`src/rtl/uart_pkg.sv`:
```
// rtl/uart_pkg.sv - shared UART types, parity codes and baud divider helper
package uart_pkg;

  localparam int PAR_NONE = 0;
  localparam int PAR_ODD  = 1;
  localparam int PAR_EVEN = 2;

  typedef enum logic [2:0] {
    RX_IDLE,
    RX_START,
    RX_DATA,
    RX_PARITY,
    RX_STOP
  } rx_state_t;

  // Clocks per oversample tick, rounded to nearest
  function automatic int calc_div(input int clk_freq, input int baud, input int os);
    return (clk_freq + (baud * os) / 2) / (baud * os);
  endfunction

endpackage

```
`src/rtl/uart_rx_fifo.sv`:
```
// rtl/uart_rx_fifo.sv - synchronous byte FIFO with registered head output
module uart_rx_fifo #(
  parameter int DEPTH = 4
) (
  input  logic       clk_i,
  input  logic       rst_i,
  input  logic       push_i,
  input  logic [7:0] data_i,
  input  logic       pop_i,
  output logic [7:0] data_o,
  output logic       full_o,
  output logic       empty_o
);

  localparam int PTR_W = (DEPTH > 1) ? $clog2(DEPTH) : 1;
  localparam int CNT_W = PTR_W + 1;
  localparam logic [CNT_W-1:0] CNT_FULL = CNT_W'(DEPTH);

  logic [7:0]       mem_q [DEPTH];
  logic [PTR_W-1:0] rd_ptr_q, wr_ptr_q;
  logic [CNT_W-1:0] count_q, count_d;
  logic             pop_ok, push_ok;

  // A pop in the same cycle frees the slot, so a push into a full FIFO is accepted
  assign pop_ok  = pop_i && (count_q != '0);
  assign push_ok = push_i && ((count_q != CNT_FULL) || pop_ok);

  assign data_o  = mem_q[rd_ptr_q];
  assign full_o  = (count_q == CNT_FULL);
  assign empty_o = (count_q == '0);

  // Occupancy next-state
  always_comb begin
    count_d = count_q;
    if (push_ok && !pop_ok) count_d = count_q + CNT_W'(1);
    else if (!push_ok && pop_ok) count_d = count_q - CNT_W'(1);
  end

  // Storage and pointers; pointers wrap naturally since DEPTH is a power of two
  always_ff @(posedge clk_i) begin
    if (rst_i) begin
      rd_ptr_q <= '0;
      wr_ptr_q <= '0;
      count_q  <= '0;
      for (int i = 0; i < DEPTH; i++) mem_q[i] <= '0;
    end else begin
      if (push_ok) begin
        mem_q[wr_ptr_q] <= data_i;
        wr_ptr_q        <= wr_ptr_q + PTR_W'(1);
      end
      if (pop_ok) rd_ptr_q <= rd_ptr_q + PTR_W'(1);
      count_q <= count_d;
    end
  end

endmodule

```
`src/rtl/uart_rx.sv`:
```
// rtl/uart_rx.sv - oversampling UART receiver with output FIFO and error pulses
module uart_rx
  import uart_pkg::*;
#(
  parameter int CLK_FREQ   = 27_000_000,
  parameter int BAUD       = 115200,
  parameter int OVERSAMPLE = 16,
  parameter int PARITY     = 0,
  parameter int FIFO_DEPTH = 4
) (
  input  logic       I_clk,
  input  logic       I_rst,
  input  logic       I_rxd,
  output logic [7:0] O_data,
  output logic       O_valid,
  input  logic       I_ready,
  output logic       O_busy,
  output logic       O_frame_err,
  output logic       O_parity_err,
  output logic       O_overrun
);

  localparam int DIV    = calc_div(CLK_FREQ, BAUD, OVERSAMPLE);
  localparam int DIV_W  = (DIV > 1) ? $clog2(DIV) : 1;
  localparam int TICK_W = $clog2(OVERSAMPLE);

  localparam logic [DIV_W-1:0]  DIV_LAST = DIV_W'(DIV - 1);
  localparam logic [TICK_W-1:0] T_S0     = TICK_W'(OVERSAMPLE / 2 - 1);
  localparam logic [TICK_W-1:0] T_S1     = TICK_W'(OVERSAMPLE / 2);
  localparam logic [TICK_W-1:0] T_DEC    = TICK_W'(OVERSAMPLE / 2 + 1);
  localparam logic [TICK_W-1:0] T_LAST   = TICK_W'(OVERSAMPLE - 1);

  rx_state_t         state_q;
  logic              rxd_meta_q, rxd_sync_q;
  logic [DIV_W-1:0]  div_cnt_q, div_cnt_d;
  logic [TICK_W-1:0] tick_cnt_q, tick_cnt_d;
  logic              s0_q, s1_q;
  logic [7:0]        shift_q;
  logic [2:0]        bit_cnt_q;
  logic              par_err_q;
  logic              frame_err_q, parity_err_q, overrun_q;

  logic tick, at_s0, at_s1, decide, bit_end, maj, par_exp;
  logic fifo_full, fifo_empty, fifo_push, pop_eff;

  // Two-flop synchroniser; reset high so an idle line never looks like a start bit
  always_ff @(posedge I_clk) begin
    if (I_rst) begin
      rxd_meta_q <= 1'b1;
      rxd_sync_q <= 1'b1;
    end else begin
      rxd_meta_q <= I_rxd;
      rxd_sync_q <= rxd_meta_q;
    end
  end

  // Baud/oversample counter next-state; held at zero in IDLE so each frame aligns to its falling edge
  always_comb begin
    div_cnt_d  = div_cnt_q + DIV_W'(1);
    tick_cnt_d = tick_cnt_q;
    if (state_q == RX_IDLE) begin
      div_cnt_d  = '0;
      tick_cnt_d = '0;
    end else if (div_cnt_q == DIV_LAST) begin
      div_cnt_d  = '0;
      tick_cnt_d = (tick_cnt_q == T_LAST) ? '0 : tick_cnt_q + TICK_W'(1);
    end
  end

  // Baud/oversample counter registers
  always_ff @(posedge I_clk) begin
    if (I_rst) begin
      div_cnt_q  <= '0;
      tick_cnt_q <= '0;
    end else begin
      div_cnt_q  <= div_cnt_d;
      tick_cnt_q <= tick_cnt_d;
    end
  end

  assign tick    = (state_q != RX_IDLE) && (div_cnt_q == DIV_LAST);
  assign at_s0   = tick && (tick_cnt_q == T_S0);
  assign at_s1   = tick && (tick_cnt_q == T_S1);
  assign decide  = tick && (tick_cnt_q == T_DEC);
  assign bit_end = tick && (tick_cnt_q == T_LAST);

  // Third sample is the live synchronised value at the decision tick
  assign maj = (s0_q & s1_q) | (s0_q & rxd_sync_q) | (s1_q & rxd_sync_q);

  assign par_exp = (PARITY == PAR_EVEN) ? ^shift_q :
                   (PARITY == PAR_ODD)  ? ~^shift_q : 1'b0;

  assign pop_eff   = I_ready && !fifo_empty;
  assign fifo_push = (state_q == RX_STOP) && decide && maj && !par_err_q &&
                     (!fifo_full || pop_eff);

  // Receive FSM: framing, bit assembly and registered error pulses
  always_ff @(posedge I_clk) begin
    if (I_rst) begin
      state_q      <= RX_IDLE;
      s0_q         <= 1'b1;
      s1_q         <= 1'b1;
      shift_q      <= '0;
      bit_cnt_q    <= '0;
      par_err_q    <= 1'b0;
      frame_err_q  <= 1'b0;
      parity_err_q <= 1'b0;
      overrun_q    <= 1'b0;
    end else begin
      frame_err_q  <= 1'b0;
      parity_err_q <= 1'b0;
      overrun_q    <= 1'b0;
      if (at_s0) s0_q <= rxd_sync_q;
      if (at_s1) s1_q <= rxd_sync_q;
      case (state_q)
        RX_IDLE: begin
          if (!rxd_sync_q) begin
            state_q   <= RX_START;
            bit_cnt_q <= '0;
            par_err_q <= 1'b0;
          end
        end
        RX_START: begin
          if (decide && maj) state_q <= RX_IDLE;
          else if (bit_end)  state_q <= RX_DATA;
        end
        RX_DATA: begin
          if (decide) shift_q <= {maj, shift_q[7:1]};
          if (bit_end) begin
            if (bit_cnt_q == 3'd7) state_q <= (PARITY != PAR_NONE) ? RX_PARITY : RX_STOP;
            else bit_cnt_q <= bit_cnt_q + 3'd1;
          end
        end
        RX_PARITY: begin
          if (decide)  par_err_q <= (maj != par_exp);
          if (bit_end) state_q <= RX_STOP;
        end
        RX_STOP: begin
          // Return to IDLE at mid-stop so the next start edge is caught promptly
          if (decide) begin
            state_q <= RX_IDLE;
            if (!maj)                         frame_err_q  <= 1'b1;
            else if (par_err_q)               parity_err_q <= 1'b1;
            else if (fifo_full && !pop_eff)   overrun_q    <= 1'b1;
          end
        end
        default: state_q <= RX_IDLE;
      endcase
    end
  end

  uart_rx_fifo #(
    .DEPTH (FIFO_DEPTH)
  ) u_fifo (
    .clk_i   (I_clk),
    .rst_i   (I_rst),
    .push_i  (fifo_push),
    .data_i  (shift_q),
    .pop_i   (I_ready),
    .data_o  (O_data),
    .full_o  (fifo_full),
    .empty_o (fifo_empty)
  );

  assign O_valid      = !fifo_empty;
  assign O_busy       = (state_q != RX_IDLE);
  assign O_frame_err  = frame_err_q;
  assign O_parity_err = parity_err_q;
  assign O_overrun    = overrun_q;

endmodule

```
`config.mk`:
```
export PLATFORM = sky130hd
export DESIGN_NAME = uart_rx
export DESIGN_NICKNAME = d
export VERILOG_FILES = /design/src/rtl/uart_pkg.sv /design/src/rtl/uart_rx_fifo.sv /design/src/rtl/uart_rx.sv
export SDC_FILE = /design/constraint.sdc
export NUM_CORES = 1
export LEC_CHECK = 0
export CAP_MARGIN = 20
export CELL_PAD_IN_SITES_DETAIL_PLACEMENT = 1
export CELL_PAD_IN_SITES_GLOBAL_PLACEMENT = 1
export CORE_UTILIZATION = 35
export CTS_BUF_LIST = sky130_fd_sc_hd__clkbuf_8
export DETAILED_ROUTE_END_ITERATION = 7
export GPL_TIMING_DRIVEN = 0
export PLACE_DENSITY = 0.71
export RECOVER_POWER = 50
export SKIP_CTS_REPAIR_TIMING = 1
export SLEW_MARGIN = 30
export SYNTH_ARGS = -nofsm -noshare
export SYNTH_HDL_FRONTEND = slang
export SYNTH_HIERARCHICAL = 1
export SYNTH_SLANG_ARGS = --single-unit
```
`constraint.sdc`:
```
create_clock -name I_clk -period 2.7 [get_ports I_clk]
set_clock_uncertainty 0.05 [all_clocks]
set_input_delay 0.27 -clock I_clk [delete_from_list [all_inputs] [get_ports I_clk]]
set_output_delay 0.27 -clock I_clk [all_outputs]
set_load 0.02 [all_outputs]
```
# --- Yosys cells after proc, flatten, opt, wreduce, memory -nomap -nowiden ---
# Memories as Yosys holds them, arrays and structs flattened. A register that Yosys moved wholly into a read port is not among the register bits.
# Index checks and enable logic that the tools add are counted.
totals:
  regBits: 37
  mem_bits_rw: 32
  inputBits: 4
  elab_cells: 124
  mem_count: 1
mem_list:
  columns: ["name", "words", "word_bits", "rd", "rd_clocked_by_memory_dff", "wr", "line_no", "rtl"]
  rows:
  - ["u_fifo.mem_q", 4, 8, 1, 1, 4, "uart_rx_fifo.sv:19", "logic [7:0] mem_q [DEPTH];"]
classes:
  n_addsub: 7
  eq_ne: 20
  muxes: 31
  n_bitwise: 8
  n_reduce_logical: 41
op_table:
  columns: ["op", "count"]
  rows:
  - ["$mux 3", 12]
  - ["$eq 4x4->1 const B", 4]
  - ["$logic_and 1x1->1", 16]
  - ["$pmux 3 s5", 1]
  - ["$ne 2x2->1 const B", 7]
  - ["$mux 1", 11]
  - ["$eq 3x3->1 const B", 3]
  - ["$add 4x1->4 const B", 2]
  - ["$mux 8", 1]
  - ["$reduce_or 8->1", 1]
  - ["$add 3x1->3 const B", 2]
  - ["$eq 3x2->1 const B", 2]
  - ["$logic_not 1->1", 6]
  - ["$logic_not 3->1", 2]
  - ["$mux 2", 3]
  - ["$ne 3x3->1 const B", 2]
  - ["$pmux 3 s2", 1]
  - ["$reduce_and 6->1", 1]
  - ["$reduce_bool 2->1", 3]
  - ["$reduce_bool 3->1", 2]
  - ["$reduce_or 3->1", 2]
  - ["$reduce_or 5->1", 1]
  - ["$add 2x1->2 const B", 2]
  - ["$eq 4x3->1 const B", 1]
  - ["13 further kinds", 19]

# --- Longest topological paths before layout ---
# Gate-level depths: netlist of run 1.
logic_depth:
  ltp_word: 13
  depth_mapped: 12
  ltp_nobuf: 12

# --- Modules after synthesis ---
# The synthesis of run 1 kept the hierarchy.
by_module_without_submodules:
  columns: ["module", "n_inst", "cells_per_inst", "area_per_inst_um2", "seq_area_each_um2"]
  rows:
  - ["uart_rx_fifo", 1, 125, 1838.0, 1141.1]
  - ["uart_rx", 1, 170, 1551.5, 600.6]

# --- Least setup slack after synthesis of run 1 ---
# No wires, ideal clock.
synth_path:
  path_type: "flip-flop to flip-flop"
  start: "reg div_cnt_q[0]"
  end: "reg u_fifo.count_q[2]"
  setup_ps: 71
  t_arrival_ps: 2623
  t_required_ps: 2579
  slack_ps: -44
  stages_incl_launch_ff: 13
  synth_period_minus_slack_ps: 2744
  cell_sequence: "dfxtp_1 > inv_1 > ha_1 > nand3_4 > nor3_1 > and4b_1 > nor2b_1 > ha_1 > inv_1 > fa_1 > xor2_1 > or3_1 > a21oi_1"
synth_between:
  elab_chain_len: 11
  word_cells_on_any_way: 13
  cone_classes: "eq/ne (1); mux (1); reduce/logical (11)"
synth_rtl:
  columns: ["item", "line_no", "rtl"]
  rows:
  - ["start, declared", "uart_rx.sv:35", "logic [DIV_W-1:0] div_cnt_q, div_cnt_d;"]
  - ["start signal, assigned", "uart_rx.sv:76", "div_cnt_q <= div_cnt_d;"]
  - ["$eq 4x4->1 *", "uart_rx.sv:81", "assign tick = (state_q != RX_IDLE) && (div_cnt_q == DIV_LAST);"]
  - ["$logic_and 1x1->1 *", "uart_rx.sv:81", null]
  - ["$logic_and 1x1->1 *", "uart_rx.sv:84", "assign decide = tick && (tick_cnt_q == T_DEC);"]
  - ["$logic_and 1x1->1 * (4 in series)", "uart_rx.sv:94", "assign fifo_push = (state_q == RX_STOP) && decide && maj && !par_err_q &&"]
  - ["via fifo_push", "uart_rx.sv:44", "logic fifo_full, fifo_empty, fifo_push, pop_eff;"]
  - ["$logic_and 1x1->1 *", "uart_rx_fifo.sv:26", "assign push_ok = push_i && ((count_q != CNT_FULL) || pop_ok);"]
  - ["via u_fifo.push_ok", "uart_rx_fifo.sv:22", "logic pop_ok, push_ok;"]
  - ["$logic_not 1->1", "uart_rx_fifo.sv:36", "else if (!push_ok && pop_ok) count_d = count_q - CNT_W'(1);"]
  - ["$logic_and 1x1->1", "uart_rx_fifo.sv:36", null]
  - ["$reduce_bool 2->1 (no line)", null, null]
  - ["end signal, assigned", "uart_rx_fifo.sv:52", "count_q <= count_d;"]
  - ["end, declared", "uart_rx_fifo.sv:21", "logic [CNT_W-1:0] count_q, count_d;"]
# The timed path passes the listed nets; every way through them passes the cells marked *.
# A chain may end at the register's enable or synchronous reset.

# --- Worst setup path in the final report of run 1 ---
layout_path:
  start: "reg state_q[1]"
  end: "reg u_fifo.count_q[2]"
layout_between:
  elab_chain_len: 11
  word_cells_on_any_way: 14
  cone_classes: "eq/ne (1); mux (1); reduce/logical (12)"
layout_rtl:
  columns: ["item", "line_no", "rtl"]
  rows:
  - ["start, declared", "uart_rx.sv:33", "rx_state_t state_q;"]
  - ["start signal, assigned", "uart_rx.sv:130", "if (bit_cnt_q == 3'd7) state_q <= (PARITY != PAR_NONE) ? RX_PARITY : RX_STOP;"]
  - ["$reduce_bool 3->1", "uart_rx.sv:81", null]
  - ["$logic_and 1x1->1", "uart_rx.sv:81", null]
  - ["$logic_and 1x1->1", "uart_rx.sv:84", null]
  - ["$logic_and 1x1->1 * (4 in series)", "uart_rx.sv:94", null]
  - ["via fifo_push", "uart_rx.sv:44", null]
  - ["$logic_and 1x1->1 *", "uart_rx_fifo.sv:26", null]
  - ["via u_fifo.push_ok", "uart_rx_fifo.sv:22", null]
  - ["$logic_not 1->1", "uart_rx_fifo.sv:36", null]
  - ["$logic_and 1x1->1", "uart_rx_fifo.sv:36", null]
  - ["$reduce_bool 2->1 (no line)", null, null]
# Marks and branches as above.

==> results.sh, run 1 <==
export IMPL_syn_cell_area_sq_mm=0.00339
export IMPL_die_h_microns=100
export IMPL_dp_hpwl_mm=5.11
export IMPL_area_delta_synth_final_pct=19.0
export IMPL_cp_max_fo=8
export IMPL_numClockSinks=71
export IMPL_drv_cap=0
export IMPL_arrival_ns=2.86
export IMPL_yosys_warnings=6
export IMPL_hold_path_startpoint="rxd_meta_q$_SDFF_PP1_"
export IMPL_grt_ovfl_total=0
export IMPL_hold_viol=0
export IMPL_fp_dieW_microns=100
export IMPL_clkLatencyLatePin_ns=0.34
export IMPL_powerDensity_mw_per_mm2=491
export IMPL_grt_pass1_vias=2517
export IMPL_final_cell_mix="and2_1 (32), edfxtp_1 (32), dfxtp_1 (30)"
export IMPL_r2r_end="u_fifo/count_q[2]$_SDFFE_PP0P_"
export IMPL_slew_headroom=0.491
export IMPL_max_vdd_ir_drop_v=0.000242
export IMPL_ys_seq_elements=71
export IMPL_fin_area_sq_mm=0.00403
export IMPL_synth_nets=308
export IMPL_grt_max_degree=14
export IMPL_crit_chain="or3b_4 -> nor3_4 -> and4b_2 -> nor2b_4 -> ha_4 -> inv_2 -> fa_2 -> xor2_1 -> or3_1 -> a21oi_2"
export IMPL_ys_types=65
export IMPL_numCtsBuffers=9
export IMPL_path_clk_slew_ns=0.08
export IMPL_worstMarginPinSlew_ns=0.762
export IMPL_routed_wl_mm=7.65
export IMPL_outcome="finished clean"
export IMPL_cp_data_required_time_ns=2.93
export IMPL_fp_coreArea_sq_mm=0.00933
export IMPL_cts_tree="yes"
export IMPL_cp_slowest_cell="or3b_4"
export IMPL_synth_edf_count=32
export IMPL_path_class="reg -> reg"
export IMPL_period_needed_ns=2.63
export IMPL_vias_per_cell=5.26
export IMPL_rrSetupSlack_ns=0.07
export IMPL_holdPathEnd="rxd_sync_q$_SDFF_PP1_"
export IMPL_post_layout_nonfiller_instances=464
export IMPL_final_setup_viol_count=0
export IMPL_io_buffers=16
export IMPL_die_area_sq_mm=0.0101
export IMPL_grt_usage=0.161
export IMPL_rows=35
export IMPL_reg2regPathDepth=10
export IMPL_synth_ff_type="dfxtp_1"
export IMPL_dpl_cell_area_sq_mm=0.00372
export IMPL_drt_pass1_iterations=4
export IMPL_worstReg2RegStart="state_q[1]$_SDFFE_PP0P_"
export IMPL_clockBufferDepth=2
export IMPL_finalCritPeriodShare=0.976
export IMPL_start_util=0.363
export IMPL_fmax_mhz=380
export IMPL_ys_async_sr_fraction=0
export IMPL_antenna_left=0
export IMPL_cp_end_kind="flip-flop"
export IMPL_drcViolationCount=0
export IMPL_drtIter0Drc=82
export IMPL_dp_cells=440
export IMPL_synth_cells=295
export IMPL_syn_area_per_cell_sq_um=11.5
export IMPL_wl_per_cell_microns=16.5
export IMPL_diodes=0
export IMPL_cpPeakStageDelay_ns=0.41
export IMPL_vias=2442
export IMPL_hold_path_class="reg -> reg"
export IMPL_p_leak_uw=0.00144
export IMPL_io_pin_count=17
export IMPL_drv_slew=0
export IMPL_fin_util=0.432
export IMPL_yosysSeqAreaShare=0.514
export IMPL_grt_pass1_wl_mm=12.4
export IMPL_place_congestion=0.822
export IMPL_nets=343
export IMPL_root_buffer="clkbuf_8"
export IMPL_dpl_worst_slack_ns=-0.504
export IMPL_hold_depth=1
export IMPL_drive_above_1_share=0.230
export IMPL_start_kind="flip-flop"
export IMPL_rsz0062_at_grt="yes"
export IMPL_setup_ws_ns=0.0651
export IMPL_h_tree_depth=3
export IMPL_antenna_found_initial=0
## how the worst max path moves through the flow
stage                                          start                        endpoint  slack, ns
after floorplan              div_cnt_q[0]$_SDFF_PP0_  u_fifo/count_q[2]$_SDFFE_PP0P_       0.04
after global placement                       I_ready  u_fifo/count_q[2]$_SDFFE_PP0P_      -0.42
after detailed placement                     I_ready  u_fifo/count_q[2]$_SDFFE_PP0P_      -0.50
after CTS                 tick_cnt_q[1]$_SDFFE_PP0N_  u_fifo/count_q[2]$_SDFFE_PP0P_      -0.39
after global routing         state_q[0]$_SDFFE_PP0P_  u_fifo/count_q[2]$_SDFFE_PP0P_      -0.07
final                        state_q[1]$_SDFFE_PP0P_  u_fifo/count_q[2]$_SDFFE_PP0P_       0.07
## per-stage QoR
stage | total power [uW] | TNS [ns] | hold WS (ns)
after detailed placement | 1250 | -1.42 | 0.348
after global placement | 1250 | -3.02 | 0.344
after global routing | 2060 | -0.0694 | 0.386
after CTS | 2010 | -0.511 | 0.369
after floorplan | 1220 | 0 | 0.324
final | 1980 | 0 | 0.367
## Yosys cell counts, types with 2 or more instances
| library cell | instances | share of area |
|---|---|---|
| nand3_1 | 3 | 0.0044 |
| a211o_1 | 2 | 0.0052 |
| ha_1 | 8 | 0.030 |
| and3_1 | 4 | 0.0074 |
| nor4_1 | 2 | 0.0037 |
| nand2_1 | 7 | 0.0078 |
| a31o_2 | 2 | 0.0052 |
| or2_2 | 4 | 0.0074 |
| a211oi_1 | 2 | 0.0044 |
| nand3b_1 | 3 | 0.0066 |
| a31oi_1 | 3 | 0.0055 |
| or3_1 | 2 | 0.0037 |
| nor4b_1 | 2 | 0.0052 |
| buf_2 | 6 | 0.0089 |
| clkbuf_1 | 9 | 0.010 |
| nor2_1 | 19 | 0.021 |
| xor2_1 | 6 | 0.016 |
| nand2b_1 | 3 | 0.0055 |
| mux4_2 | 8 | 0.053 |
| and3b_1 | 2 | 0.0052 |
| dfxtp_1 | 39 | 0.23 |
| o21a_1 | 2 | 0.0044 |
| a21oi_1 | 14 | 0.021 |
| nor3b_1 | 2 | 0.0044 |
| o21ai_0 | 4 | 0.0059 |
| and4b_1 | 2 | 0.0059 |
| nand4_1 | 10 | 0.018 |
| and2_1 | 32 | 0.059 |
| mux2i_1 | 2 | 0.0059 |
| o41a_1 | 2 | 0.0066 |
| nor2b_1 | 2 | 0.0037 |
| inv_1 | 10 | 0.011 |
| o31ai_1 | 10 | 0.022 |
| edfxtp_1 | 32 | 0.28 |
| nor3_1 | 4 | 0.0059 |
| a22oi_1 | 2 | 0.0044 |
## routing by layer
metal	up-vias	GRT usage	wire length (microns)
li1	1175	-	-
met4	0	0.0580	48
met2	31	0.291	4120
met3	7	0.0376	184
met1	1229	0.185	3300
met5	-	0	0
## cells by family (layout without fill, tap and decap cells)
group,Yosys count,after routing,synth area share
and+or+nand+nor,116,116,0.226
DFF,71,71,0.514
AOI/OAI and AO/OA,53,53,0.109
buffers and inverters,27,67,0.0325
muxes,11,11,0.0624
adders and majority gates,10,10,0.0384
xor gates and xnor gates,7,7,0.0181
## registers in the layout, indices dropped and copies added (netlist names), named ones only
| register | flops |
|---|---|
| div_cnt_q | 4 |
| O_parity_err | 1 |
| rxd_sync_q | 1 |
| O_frame_err | 1 |
| O_overrun | 1 |
| u_fifo/mem_q | 32 |
| rxd_meta_q | 1 |
| state_q | 3 |
| u_fifo/rd_ptr_q | 2 |
| u_fifo/wr_ptr_q | 2 |
| s0_q | 1 |
| tick_cnt_q | 4 |
| u_fifo/count_q | 3 |
| par_err_q | 1 |
| shift_q | 8 |
| bit_cnt_q | 3 |
| s1_q | 1 |
## power by group
| group | switching (uW) | total, uW | internal, uW |
|---|---|---|---|
| registers | 8.92 | 1150 | 1150 |
| clock network | 418 | 751 | 333 |
| logic | 42.9 | 73.7 | 30.8 |
| total | 470 | 1980 | 1510 |
## final cells by class
cell class              count  area, sq um
fillers                  1029         5300
flip-flops and latches     71         1750
multi-input cells         197         1610
clock buffers               9          124
well taps                 129          161
repair buffers             25          228
inverters                  10         37.5
plain buffers              16         68.8
clock inverters             7         46.3
## worst max-delay path: cells and delay by family (launching register included)
family / cells / cell delay, ns
AND/OR/NAND/NOR: 5 / 1.39
adder cells (fa/ha/maj): 2 / 0.49
flip-flops: 1 / 0.36
XOR/XNOR: 1 / 0.15
AO/OA/AOI/OAI: 1 / 0.11
buffers and inverters: 1 / 0.04
(Power assumes the default switching activity.)
==> run 2: changes to the inputs <==
--- a/config.mk
+++ b/config.mk
@@ -5,13 +5,11 @@
 export SDC_FILE = /design/constraint.sdc
 export NUM_CORES = 1
 export LEC_CHECK = 0
-export CAP_MARGIN = 20
+export CAP_MARGIN = 5
 export CELL_PAD_IN_SITES_DETAIL_PLACEMENT = 1
 export CELL_PAD_IN_SITES_GLOBAL_PLACEMENT = 1
 export CORE_UTILIZATION = 35
-export CTS_BUF_LIST = sky130_fd_sc_hd__clkbuf_8
 export DETAILED_ROUTE_END_ITERATION = 7
-export GPL_TIMING_DRIVEN = 0
 export PLACE_DENSITY = 0.71
 export RECOVER_POWER = 50
 export SKIP_CTS_REPAIR_TIMING = 1
==> run 2 against run 1 <==
Core utilization is 0.42 points higher. Hold slack about the same. Final cell count is 0.86% higher. Sequential power is essentially flat. Critical path depth did not move. Sequential share of layout area is 0.60 points lower. Routed wire length decreased by 0.86%. Design area is 0.96% higher. Total power is 3.6% higher. Count of clock-buffer cells in the layout unchanged. Die area unchanged. Critical path type unchanged. Critical endpoint unchanged.
==> results.sh, run 2 (same netlist as run 1, synthesis figures left out) <==
export IMPL_p_leak_uw=0.00149
export IMPL_drv_slew=0
export IMPL_setup_ws_ns=0.0885
export IMPL_cp_max_fo=3
export IMPL_die_area_sq_mm=0.0101
export IMPL_cp_data_required_time_ns=2.94
export IMPL_drv_cap=0
export IMPL_dpl_worst_slack_ns=-0.104
export IMPL_final_cell_mix="dfxtp_1 (36), edfxtp_1 (32), and2_1 (27)"
export IMPL_rows=35
export IMPL_clockBufferDepth=2
export IMPL_largest_reg_flops=32
export IMPL_fp_dieW_microns=100
export IMPL_rsz0062_at_grt="no"
export IMPL_fin_tns_setup_ns=0
export IMPL_routed_wl_mm=7.58
export IMPL_grt_pass1_wl_mm=12.6
export IMPL_reg_top3="u_fifo/mem_q (32), shift_q (8)"
export IMPL_period_needed_ns=2.61
export IMPL_power_uw=2050
export IMPL_grt_usage=0.162
export IMPL_r2r_end="u_fifo/count_q[2]$_SDFFE_PP0P_"
export IMPL_fill_cells=1011
export IMPL_cp_startpoint="state_q[1]$_SDFFE_PP0P_"
export IMPL_worstReg2RegStart="state_q[1]$_SDFFE_PP0P_"
export IMPL_p_sw_frac=0.254
export IMPL_wl_per_cell_microns=16.2
export IMPL_p_clk_frac=0.400
export IMPL_vias=2409
export IMPL_slew_headroom=0.509
export IMPL_outcome="finished clean"
export IMPL_reg2regPathDepth=10
export IMPL_clkLatencyLatePin_ns=0.36
export IMPL_antenna_left=0
export IMPL_cp_end_kind="flip-flop"
export IMPL_io_pin_count=17
export IMPL_io_buffers=16
export IMPL_numCtsBuffers=9
export IMPL_dpl_cell_area_sq_mm=0.00385
export IMPL_drive_above_1_share=0.215
export IMPL_grt_pass1_vias=2532
export IMPL_grt_ovfl_total=0
export IMPL_vias_per_cell=5.15
export IMPL_nets=347
export IMPL_powerDensity_mw_per_mm2=504
export IMPL_max_vdd_ir_drop_v=0.000288
export IMPL_start_kind="flip-flop"
export IMPL_drtIter0Drc=51
export IMPL_worstMarginPinSlew_ns=0.736
export IMPL_hold_slack_ns=0.367
export IMPL_largest_register="u_fifo/mem_q"
export IMPL_fp_coreArea_sq_mm=0.00933
export IMPL_final_common_cell="dfxtp_1"
export IMPL_multiInputGateArea_sq_mm=0.00158
export IMPL_drcViolationCount=0
export IMPL_p_int_uw=1530
export IMPL_place_congestion=0.767
export IMPL_start_util=0.363
export IMPL_diodes=0
export IMPL_antenna_found_initial=0
export IMPL_finalCritPeriodShare=0.967
export IMPL_path_class="reg -> reg"
export IMPL_root_buffer="clkbuf_8"
export IMPL_h_tree_depth=3
export IMPL_final_setup_viol_count=0
export IMPL_hold_path_class="reg -> reg"
export IMPL_rrSetupSlack_ns=0.09
export IMPL_combPwrFrac=0.038
export IMPL_hold_viol=0
export IMPL_path_clk_slew_ns=0.09
export IMPL_cts_tree="yes"
export IMPL_seq_power_share=0.562
export IMPL_numClockSinks=71
export IMPL_seq_area_sq_mm=0.00175
export IMPL_fin_area_sq_mm=0.00407
export IMPL_fmax_mhz=383
export IMPL_area_delta_synth_final_pct=20.1
export IMPL_power_switching_uw=521
export IMPL_dp_hpwl_mm=5.28
export IMPL_drt_pass1_iterations=4
export IMPL_arrival_ns=2.85
export IMPL_critPathCapture="u_fifo/count_q[2]$_SDFFE_PP0P_"
export IMPL_die_h_microns=100
export IMPL_grt_max_degree=21
[run 2: critical path, cell delays in order (launching register included)]
cell	delay [ns]
dfxtp_1	0.32
or3b_4	0.42
nor3_4	0.13
and4b_1	0.23
nor2b_4	0.16
ha_2	0.19
inv_1	0.05
fa_1	0.38
xor2_1	0.16
or3_1	0.33
a21oi_2	0.13
[run 2: how the worst min path moves through the flow]
| stage | start | endpoint | slack, ns | depth (start not counted) |
|---|---|---|---|---|
| after floorplan | I_rxd | rxd_meta_q$_SDFF_PP1_ | 0.32 | 1 |
| after global placement | rxd_meta_q$_SDFF_PP1_ | rxd_sync_q$_SDFF_PP1_ | 0.35 | 1 |
| after detailed placement | rxd_meta_q$_SDFF_PP1_ | rxd_sync_q$_SDFF_PP1_ | 0.35 | 1 |
| after CTS | rxd_meta_q$_SDFF_PP1_ | rxd_sync_q$_SDFF_PP1_ | 0.37 | 1 |
| after global routing | rxd_meta_q$_SDFF_PP1_ | rxd_sync_q$_SDFF_PP1_ | 0.40 | 1 |
| final | rxd_meta_q$_SDFF_PP1_ | rxd_sync_q$_SDFF_PP1_ | 0.37 | 1 |
[run 2: area by class of cell]
cell class / count / share of cell area
flip-flops and latches: 71 / 0.429
multi-input cells: 197 / 0.389
repair buffers: 45 / 0.0882
well taps: 129 / 0.0396
clock buffers: 9 / 0.0304
clock inverters: 7 / 0.0151
inverters: 10 / 0.00922
[run 2: per-stage QoR]
step	util	std cells
after global placement	0.413	451
after detailed placement	0.413	451
after global routing	0.436	468
final	0.436	468
after floorplan	-	295
after CTS	0.433	467
[run 2: layer usage]
metal | track usage | up-vias | part of all wire
met5 | 0 | - | 0
met4 | 0.0435 | 0 | 0.012
met3 | 0.0481 | 8 | 0.023
met2 | 0.294 | 27 | 0.52
met1 | 0.185 | 1191 | 0.45
li1 | - | 1183 | -
[run 2: power groups by stage]
stage	registers [uW]	clock network [uW]	logic (uW)
final	1150	820	77.8
after global routing	1160	890	83.6
after CTS	1150	845	79.5
after detailed placement	1180	0	79.5
after global placement	1180	0	77.7
after floorplan	1170	0	44.6
==> run 3: changes to the inputs <==
--- a/config.mk
+++ b/config.mk
@@ -13,7 +13,6 @@
 export PLACE_DENSITY = 0.71
 export RECOVER_POWER = 50
 export SKIP_CTS_REPAIR_TIMING = 1
-export SLEW_MARGIN = 30
 export SYNTH_ARGS = -nofsm -noshare
 export SYNTH_HDL_FRONTEND = slang
 export SYNTH_HIERARCHICAL = 1
==> run 3 against run 2 <==
Global-route usage stayed put. Total power hardly changed. Routed wire length hardly changed. First-iteration DRC count is 2.0% higher. Via count is 0.33% lower. Register-to-register slack hardly changed. Core utilization is 0.16 points lower. Non-clock buffer count stayed put. Sequential power hardly changed. Setup slack better by 0.0032 ns. Combinational power hardly changed. Largest cell class unchanged.
==> results.sh, run 3 (same netlist as run 1, synthesis figures left out) <==
export IMPL_outcome="finished clean"
export IMPL_h_tree_depth=3
export IMPL_grt_max_degree=21
export IMPL_drive_above_1_share=0.206
export IMPL_diodes=0
export IMPL_antenna_left=0
export IMPL_reg2regPathDepth=10
export IMPL_dpl_worst_slack_ns=-0.104
export IMPL_vias=2401
export IMPL_clkLatencyLatePin_ns=0.35
export IMPL_drcViolationCount=0
export IMPL_worstMarginPinSlew_ns=0.930
export IMPL_arrival_ns=2.85
export IMPL_dp_cells=451
export IMPL_hold_path_class="reg -> reg"
export IMPL_combPwrFrac=0.038
export IMPL_vias_per_cell=5.13
export IMPL_max_vdd_ir_drop_v=0.000287
export IMPL_fp_dieW_microns=100
export IMPL_grt_ovfl_total=0
export IMPL_p_leak_uw=0.00148
export IMPL_p_clk_frac=0.400
export IMPL_hold_viol=0
export IMPL_start_util=0.363
export IMPL_fmax_mhz=383
export IMPL_powerDensity_mw_per_mm2=505
export IMPL_period_needed_ns=2.61
export IMPL_hold_depth=1
export IMPL_area_delta_synth_final_pct=19.7
export IMPL_rows=35
export IMPL_cp_max_fo=3
export IMPL_reg_top3="u_fifo/mem_q (32), shift_q (8)"
export IMPL_io_pin_count=17
export IMPL_cp_end_kind="flip-flop"
export IMPL_die_area_sq_mm=0.0101
export IMPL_drtIter0Drc=52
export IMPL_cpPeakStageDelay_ns=0.42
export IMPL_root_buffer="clkbuf_8"
export IMPL_rsz0062_at_grt="no"
export IMPL_nets=347
export IMPL_finalCritPeriodShare=0.966
export IMPL_crit_chain="or3b_4 -> nor3_4 -> and4b_1 -> nor2b_4 -> ha_2 -> inv_1 -> fa_1 -> xor2_1 -> or3_1 -> a21oi_2"
export IMPL_start_kind="flip-flop"
export IMPL_dp_hpwl_mm=5.28
export IMPL_fin_tns_setup_ns=0
export IMPL_io_buffers=16
export IMPL_final_setup_viol_count=0
export IMPL_die_h_microns=100
export IMPL_largest_register="u_fifo/mem_q"
export IMPL_final_cell_mix="dfxtp_1 (36), edfxtp_1 (32), and2_1 (24)"
export IMPL_path_class="reg -> reg"
export IMPL_slew_headroom=0.379
export IMPL_largest_reg_flops=32
export IMPL_setup_ws_ns=0.0918
export IMPL_routed_wl_mm=7.58
export IMPL_clockBufferDepth=2
export IMPL_drv_slew=0
export IMPL_grt_usage=0.162
export IMPL_drv_cap=0
export IMPL_grt_pass1_wl_mm=12.6
export IMPL_p_int_uw=1530
export IMPL_seq_power_share=0.562
export IMPL_fp_coreArea_sq_mm=0.00933
export IMPL_wl_per_cell_microns=16.2
export IMPL_grt_pass1_vias=2532
export IMPL_post_layout_nonfiller_instances=468
export IMPL_final_common_cell="dfxtp_1"
export IMPL_place_congestion=0.767
export IMPL_cts_tree="yes"
export IMPL_path_clk_slew_ns=0.09
export IMPL_drt_pass1_iterations=4
export IMPL_numCtsBuffers=9
export IMPL_p_sw_frac=0.254
export IMPL_cp_data_required_time_ns=2.94
export IMPL_power_switching_uw=520
export IMPL_antenna_found_initial=0
export IMPL_numClockSinks=71
export IMPL_cp_slowest_cell="or3b_4"
==> run 3: path summary, 6_finish.rpt <==
path                                 from                        endpoint  slack [ns]
hold / removal      rxd_meta_q$_SDFF_PP1_           rxd_sync_q$_SDFF_PP1_        0.37
hold reg to reg     rxd_meta_q$_SDFF_PP1_           rxd_sync_q$_SDFF_PP1_        0.37
setup reg to reg  state_q[1]$_SDFFE_PP0P_  u_fifo/count_q[2]$_SDFFE_PP0P_        0.09
setup / recovery  state_q[1]$_SDFFE_PP0P_  u_fifo/count_q[2]$_SDFFE_PP0P_        0.09
==> run 3: layer usage <==
layer	track usage	vias up	wire, microns
li1	-	1180	-
met1	0.185	1188	3430
met2	0.294	27	3910
met3	0.0481	6	170
met4	0.0435	0	68
met5	0	-	0
==> run 3: final cells by class <==
class | instances | area, sq um
clock inverters | 7 | 61.3
inverters | 10 | 37.5
flip-flops and latches | 71 | 1750
clock buffers | 9 | 124
repair buffers | 45 | 355
well taps | 129 | 161
multi-input cells | 197 | 1570
fillers | 1015 | 5270
==> run 3: per-stage QoR <==
stage               instance area (sq um)  utilization  hold slack (ns)  power, uW
global route                         4060        0.435            0.396       2130
detailed placement                   3850        0.413            0.348       1260
CTS                                  4040        0.433            0.369       2080
floorplan                            3390            -            0.324       1220
finish                               4060        0.435            0.367       2050
global placement                     3850        0.413            0.348       1250
==> run 3: critical path: cells and delay by family (launching register included) <==
kind,cells,cell delay [ns]
flip-flops,1,0.32
XOR/XNOR,1,0.16
AND/OR/NAND/NOR,5,1.27
adder cells (fa/ha/maj),2,0.57
buffers and inverters,1,0.05
AO/OA/AOI/OAI,1,0.13
==> run 3: power groups by stage <==
stage	logic [uW]	registers, uW	clock network (uW)
after floorplan	44.6	1170	0
after global placement	77.7	1180	0
after detailed placement	79.5	1180	0
after CTS	79.5	1150	845
after global routing	83.3	1160	890
final	77.6	1150	819
